[src/rtl/mem_req_ctrl_if.sv]
// Request, data-bus and response signals of the memory request controller.
// master: the controller itself; slave: the pipeline/memory side around it.
interface mem_req_ctrl_if;
  // MEM-stage request
  logic        req_valid;
  logic        req_wr;
  logic [1:0]  req_size;
  logic [31:0] req_addr;
  logic [31:0] req_wdata;
  logic [3:0]  req_wstrb;
  // pipeline control
  logic        flush;
  logic        wb_ready;
  logic        stall;
  // sram-like data bus
  logic        data_req;
  logic        data_wr;
  logic [1:0]  data_size;
  logic [31:0] data_addr;
  logic [31:0] data_wdata;
  logic [3:0]  data_wstrb;
  logic        data_addr_ok;
  logic        data_data_ok;
  logic [31:0] data_rdata;
  // writeback response
  logic        rsp_valid;
  logic        rsp_wr;
  logic [31:0] rsp_rdata;
  logic [1:0]  rsp_addr_lo;

  modport master (
    input  req_valid, req_wr, req_size, req_addr, req_wdata, req_wstrb,
    input  flush, wb_ready,
    output stall,
    output data_req, data_wr, data_size, data_addr, data_wdata, data_wstrb,
    input  data_addr_ok, data_data_ok, data_rdata,
    output rsp_valid, rsp_wr, rsp_rdata, rsp_addr_lo
  );

  modport slave (
    output req_valid, req_wr, req_size, req_addr, req_wdata, req_wstrb,
    output flush, wb_ready,
    input  stall,
    input  data_req, data_wr, data_size, data_addr, data_wdata, data_wstrb,
    output data_addr_ok, data_data_ok, data_rdata,
    input  rsp_valid, rsp_wr, rsp_rdata, rsp_addr_lo
  );
endinterface

[src/rtl/mem_req_ctrl.sv]
// Memory request controller: turns one MEM-stage load/store at a time into an
// sram-like bus transaction, holds the response until writeback takes it,
// and cancels or drains cleanly on flush.
module mem_req_ctrl (
  input  logic           clk,
  input  logic           rst,
  mem_req_ctrl_if.master bus
);

  typedef enum logic [2:0] {
    IDLE  = 3'd0,
    ADDR  = 3'd1,
    DATA  = 3'd2,
    HOLD  = 3'd3,
    DRAIN = 3'd4
  } state_t;

  state_t      r_state;
  state_t      w_state_next;

  logic        r_wr;
  logic [1:0]  r_size;
  logic [31:0] r_addr;
  logic [31:0] r_wdata;
  logic [3:0]  r_wstrb;
  logic [31:0] r_rdata;

  logic        w_accept;
  logic        w_capture;
  logic        w_stall;

  // A request is taken only from IDLE and only when not being cancelled.
  assign w_accept  = (r_state == IDLE) && bus.req_valid && !bus.flush;
  // Response is kept only when the data beat arrives without a flush.
  assign w_capture = (r_state == DATA) && bus.data_data_ok && !bus.flush;

  // State register.
  always_ff @(posedge clk) begin
    if (rst) begin
      r_state <= IDLE;
    end else begin
      r_state <= w_state_next;
    end
  end

  // Latch the request so the bus sees stable fields independent of the core.
  always_ff @(posedge clk) begin
    if (rst) begin
      r_wr    <= 1'b0;
      r_size  <= 2'd0;
      r_addr  <= 32'h0;
      r_wdata <= 32'h0;
      r_wstrb <= 4'h0;
    end else if (w_accept) begin
      r_wr    <= bus.req_wr;
      r_size  <= bus.req_size;
      r_addr  <= bus.req_addr;
      r_wdata <= bus.req_wdata;
      // Loads never carry byte enables onto the bus.
      r_wstrb <= bus.req_wr ? bus.req_wstrb : 4'h0;
    end
  end

  // Capture the raw bus word; stores report zero so writeback sees a clean value.
  always_ff @(posedge clk) begin
    if (rst) begin
      r_rdata <= 32'h0;
    end else if (w_capture) begin
      r_rdata <= r_wr ? 32'h0 : bus.data_rdata;
    end
  end

  // Next-state logic; handshakes arriving in states that don't expect them fall through.
  always_comb begin
    w_state_next = r_state;
    case (r_state)
      IDLE: begin
        if (w_accept) w_state_next = ADDR;
      end
      ADDR: begin
        if (bus.data_addr_ok) begin
          // Address already accepted: a flush must still wait out the data beat.
          w_state_next = bus.flush ? DRAIN : DATA;
        end else if (bus.flush) begin
          w_state_next = IDLE;
        end
      end
      DATA: begin
        if (bus.data_data_ok) begin
          w_state_next = bus.flush ? IDLE : HOLD;
        end else if (bus.flush) begin
          w_state_next = DRAIN;
        end
      end
      HOLD: begin
        // Flush and wb_ready both retire; with flush the response is simply dropped.
        if (bus.flush || bus.wb_ready) w_state_next = IDLE;
      end
      DRAIN: begin
        if (bus.data_data_ok) w_state_next = IDLE;
      end
      default: w_state_next = IDLE;
    endcase
  end

  // Stall back to the requester while a transaction is in flight or starting.
  always_comb begin
    w_stall = 1'b0;
    case (r_state)
      IDLE:    w_stall = bus.req_valid && !bus.flush;
      ADDR:    w_stall = 1'b1;
      DATA:    w_stall = 1'b1;
      DRAIN:   w_stall = 1'b1;
      HOLD:    w_stall = !bus.wb_ready;
      default: w_stall = 1'b0;
    endcase
    if (rst) w_stall = 1'b0;
  end

  assign bus.stall       = w_stall;

  assign bus.data_req    = (r_state == ADDR);
  assign bus.data_wr     = r_wr;
  assign bus.data_size   = r_size;
  assign bus.data_addr   = r_addr;
  assign bus.data_wdata  = r_wdata;
  assign bus.data_wstrb  = r_wstrb;

  assign bus.rsp_valid   = (r_state == HOLD);
  assign bus.rsp_wr      = r_wr;
  assign bus.rsp_rdata   = r_rdata;
  assign bus.rsp_addr_lo = r_addr[1:0];

endmodule

[src/flat_wrapper.sv]
// flat-port wrapper written by rule: the top's interface ports become plain ports
module mem_req_ctrl_flat 
  (clk, rst, bus_req_valid, bus_req_wr, bus_req_size, bus_req_addr, bus_req_wdata, bus_req_wstrb, bus_flush, bus_wb_ready, bus_stall, bus_data_req, bus_data_wr, bus_data_size, bus_data_addr, bus_data_wdata, bus_data_wstrb, bus_data_addr_ok, bus_data_data_ok, bus_data_rdata, bus_rsp_valid, bus_rsp_wr, bus_rsp_rdata, bus_rsp_addr_lo);
  mem_req_ctrl_if bus_i ();
  input  logic clk;
  input  logic rst;
  input wire logic [$bits(bus_i.req_valid)-1:0] bus_req_valid;
  input wire logic [$bits(bus_i.req_wr)-1:0] bus_req_wr;
  input wire logic [$bits(bus_i.req_size)-1:0] bus_req_size;
  input wire logic [$bits(bus_i.req_addr)-1:0] bus_req_addr;
  input wire logic [$bits(bus_i.req_wdata)-1:0] bus_req_wdata;
  input wire logic [$bits(bus_i.req_wstrb)-1:0] bus_req_wstrb;
  input wire logic [$bits(bus_i.flush)-1:0] bus_flush;
  input wire logic [$bits(bus_i.wb_ready)-1:0] bus_wb_ready;
  output wire logic [$bits(bus_i.stall)-1:0] bus_stall;
  output wire logic [$bits(bus_i.data_req)-1:0] bus_data_req;
  output wire logic [$bits(bus_i.data_wr)-1:0] bus_data_wr;
  output wire logic [$bits(bus_i.data_size)-1:0] bus_data_size;
  output wire logic [$bits(bus_i.data_addr)-1:0] bus_data_addr;
  output wire logic [$bits(bus_i.data_wdata)-1:0] bus_data_wdata;
  output wire logic [$bits(bus_i.data_wstrb)-1:0] bus_data_wstrb;
  input wire logic [$bits(bus_i.data_addr_ok)-1:0] bus_data_addr_ok;
  input wire logic [$bits(bus_i.data_data_ok)-1:0] bus_data_data_ok;
  input wire logic [$bits(bus_i.data_rdata)-1:0] bus_data_rdata;
  output wire logic [$bits(bus_i.rsp_valid)-1:0] bus_rsp_valid;
  output wire logic [$bits(bus_i.rsp_wr)-1:0] bus_rsp_wr;
  output wire logic [$bits(bus_i.rsp_rdata)-1:0] bus_rsp_rdata;
  output wire logic [$bits(bus_i.rsp_addr_lo)-1:0] bus_rsp_addr_lo;
  assign bus_i.req_valid = bus_req_valid;
  assign bus_i.req_wr = bus_req_wr;
  assign bus_i.req_size = bus_req_size;
  assign bus_i.req_addr = bus_req_addr;
  assign bus_i.req_wdata = bus_req_wdata;
  assign bus_i.req_wstrb = bus_req_wstrb;
  assign bus_i.flush = bus_flush;
  assign bus_i.wb_ready = bus_wb_ready;
  assign bus_stall = bus_i.stall;
  assign bus_data_req = bus_i.data_req;
  assign bus_data_wr = bus_i.data_wr;
  assign bus_data_size = bus_i.data_size;
  assign bus_data_addr = bus_i.data_addr;
  assign bus_data_wdata = bus_i.data_wdata;
  assign bus_data_wstrb = bus_i.data_wstrb;
  assign bus_i.data_addr_ok = bus_data_addr_ok;
  assign bus_i.data_data_ok = bus_data_data_ok;
  assign bus_i.data_rdata = bus_data_rdata;
  assign bus_rsp_valid = bus_i.rsp_valid;
  assign bus_rsp_wr = bus_i.rsp_wr;
  assign bus_rsp_rdata = bus_i.rsp_rdata;
  assign bus_rsp_addr_lo = bus_i.rsp_addr_lo;
  mem_req_ctrl u_core (.clk(clk), .rst(rst), .bus(bus_i));
endmodule
[config.mk]
export PLATFORM = sky130hd
export DESIGN_NAME = mem_req_ctrl_flat
export DESIGN_NICKNAME = d
export VERILOG_FILES = /design/src/rtl/mem_req_ctrl_if.sv /design/src/rtl/mem_req_ctrl.sv /design/src/flat_wrapper.sv
export SDC_FILE = /design/constraint.sdc
export NUM_CORES = 1
export LEC_CHECK = 0
export ABC_AREA = 0
export BUFFER_PORTS_ARGS = -buffer_cell sky130_fd_sc_hd__buf_2
export CORE_MARGIN = 5
export CORE_UTILIZATION = 44
export DETAILED_ROUTE_END_ITERATION = 8
export PLACE_DENSITY = 0.91
export SLEW_MARGIN = 20
export SYNTH_ARGS = -nofsm -noshare
export SYNTH_HDL_FRONTEND = slang
export SYNTH_SLANG_ARGS = --single-unit
export TNS_END_PERCENT = 20
[constraint.sdc]
create_clock -name clk -period 1.9 [get_ports clk]
set_input_delay 0.285 -clock clk [delete_from_list [all_inputs] [get_ports clk]]
set_output_delay 0.285 -clock clk [all_outputs]
set_load 0.05 [all_outputs]
==> qor.yml <==
tightestPinTransition_ps: 509
setup_tns_ps: 0
track_usage_pct: 19.1
regToRegStartpoint: "u_core.r_state[0]$_SDFFE_PP0P_"
maxSlewViolCount: 0
multiInputGateArea_um2: 1650
drc: 0
core-area_um2: 8810
gp_congestion: 0.857
cp_num_cells: 5
path_cells: "nor3_4, and3_2, a21oi_2, nor2_2, buf_4"
power_density_nw_per_um2: 815
num_vias: 4055
setup_viol: 0
synth_area_um2: 4010
ys_types: 24
skew_ps: 24.1
hold_start: "bus_req_wdata[29]"
clockBufferDepth: 2
synth-main-ff-cell: "dfxtp_1"
critical_path_class: "register to output pin"
async_reset_ff_share_pct: 0
via_per_inst: 5.04
synth.area.top_cells: "dfxtp_1 (53%), nand2_1 (16%), a21oi_1 (13%)"
cts_buffers: 9
nets: 801
antenna_found_initial: 0
syn-num-nets: 604
dr.pass1.iters: 5
cp_top_family: "simple AND/OR/NAND/NOR gates"
synth_edf_count: 0
final_area_um2: 5280
hold_violations: 0
crit_buf_inv: 1
yosys_warnings: 0
wl_per_cell_um: 14.0
fin_crit_sh_pct: 94.4
cp-endpoint: "bus_stall"
critPathArrivalTime_ps: 1510
grt_pass1_wl_mm: 17.9
ys_ff_latch: 106
num_antenna_cells: 0
syn_to_final_growth_pct: 31.9
initial_core_util_pct: 45.5
cts-root-buf: "clkbuf_8"
max_freq_ghz: 0.557
dp_slack_ps: 279
grt_pass1_vias: 3850
drv_cap: 0
ys_top_cells_by_count: "nand2_1 (170), dfxtp_1 (106), a21oi_1 (105)"
fillerInstances: 752
die_w_um: 105
drive_above_1_share_pct: 36.4
crit_start: "u_core.r_state[0]$_SDFFE_PP0P_"
drt-total-wl_mm: 11.3
htreeDepth: 3
critPathLaunchType: "register"
rsz0062_at_grt: "false"
grt_max_degree: 51
crit_path_end_kind: "output pin"
r2r-end: "u_core.bus.rsp_rdata[26]$_SDFFE_PP0P_"
status: "finished, final reports clean"
rows: 34
setup_ws_ps: 106
critPathMaxFanout: 10
slowest_delay_ps: 390
dieArea_um2: 11100
detail-route-antenna-nets: 0
dieHeight_um: 105
clk_pin_slew_ps: 110
drtIter0Drc: 172
cp.required_ps: 1620
syn_area_per_cell_um2: 8.11
dpl.hpwl_mm: 8.35
clock-sinks: 106
seq_area_um2: 2120
grt_overflow: 0
insertion_delay_ps: 360
hold_class: "primary input to register"
port_buffers: 218
synth_top_area_cell: "dfxtp_1"
irDropWorstVdd_v: 0.000419
ios: 219
relSlewSlack_pct: 66.0
synthCells: 494
synthDominantCellAreaShare_pct: 53.0
ys_seq_area_share_pct: 53.0
cts_tree: "built"
placed_area_um2: 5090
reg2reg_slack_ps: 340
synth_most_common_cell: "nand2_1"
total_power_mw: 4.30
worst-r2r-cell-count: 6
leakagePower_nw: 2.39
min_period_ps: 1790
cpMaxStageDelayCell: "dfxtp_2"
## worst min path at each step
stage	endpoint	slack (ps)	cells after the start
floorplan	u_core.bus.data_wr$_SDFFE_PP0P_	420	2
CTS	u_core.bus.data_wdata[29]$_SDFFE_PP0P_	130	3
finish	u_core.bus.data_wdata[29]$_SDFFE_PP0P_	150	3
global route	u_core.bus.data_wdata[18]$_SDFFE_PP0P_	140	3
detailed placement	u_core.bus.rsp_rdata[25]$_SDFFE_PP0P_	440	2
global placement	u_core.bus.rsp_rdata[23]$_SDFFE_PP0P_	430	2
## flip-flops by register name (all words and copies together) (netlist names)
name	flops
u_core.bus.data_size	2
u_core.bus.data_wdata	32
u_core.bus.data_wstrb	4
u_core.bus.data_wr	1
u_core.bus.data_addr	32
u_core.bus.rsp_rdata	32
u_core.r_state	3
## cell families (layout without fill, tap and decap cells)
group | after synthesis | in the layout | share of synthesized area (%)
flip-flops | 106 | 106 | 53.0
AND/OR/NAND/NOR | 227 | 227 | 25.6
buffers and inverters | 46 | 248 | 6.19
AO/OA/AOI/OAI | 113 | 113 | 14.7
multiplexers | 2 | 2 | 0.562
## worst reg2reg max path, cell delays in order (launching register included)
cell and delay, ps:
dfxtp_2 390, nor3_4 180, buf_4 150, and3_1 150, buf_4 300, nand3b_1 130, a21oi_1 180
## layer usage
metal / global-route usage (%) / vias to the layer above / wire [um]
met3: 6.48 / 19 / 1100
met4: 7.50 / 0 / 216
met5: 0 / - / 0
met2: 33.1 / 187 / 5530
met1: 21.7 / 1830 / 4410
li1: - / 2019 / -
## final cells by class
type | instances | share of cell area, %
clock inverters | 5 | 0.711
well taps | 108 | 2.56
inverters | 3 | 0.213
repair buffers | 229 | 22.6
clock buffers | 11 | 2.49
flip-flops and latches | 106 | 40.2
multi-input cells | 342 | 31.2
## layout by cell type (no fill, tap or decap), types with 2 or more instances in the layout
master and instances:
buf_2 216, dfxtp_2 2, nor3_1 2, clkinvlp_4 2
clkbuf_8 9, nor2_1 5, nand3_1 5, a31oi_1 2
nand3b_1 34, a21oi_1 104, nor2b_1 2, inv_6 2
mux2_2 2, nand2_1 170, a211oi_1 3, dfxtp_1 104
clkbuf_1 2, nor3b_1 2, buf_4 11, inv_1 3
## power by group
group / switching (mW) / internal [mW]
clock network: 0.754 / 0.486
registers: 0.0426 / 2.30
logic: 0.507 / 0.218
## through the flow
step | util [%] | cells | hold slack (ps)
CTS | 59.9 | 804 | 129
global placement | 57.8 | 787 | 434
finish | 60.0 | 804 | 150
detailed placement | 57.8 | 787 | 441
global route | 60.0 | 804 | 136
floorplan | - | 494 | 421
## timing repair
action / CTS / global route
buffers inserted: 1 / 0
endpoints found under the setup margin: 1 / 1
gates resized for setup: 3 / 2
pin swaps: 1 / 0
cloned: 0 / 0
hold buffers: 0 / 0
No activity file was read; power rests on OpenSTA's default activity.
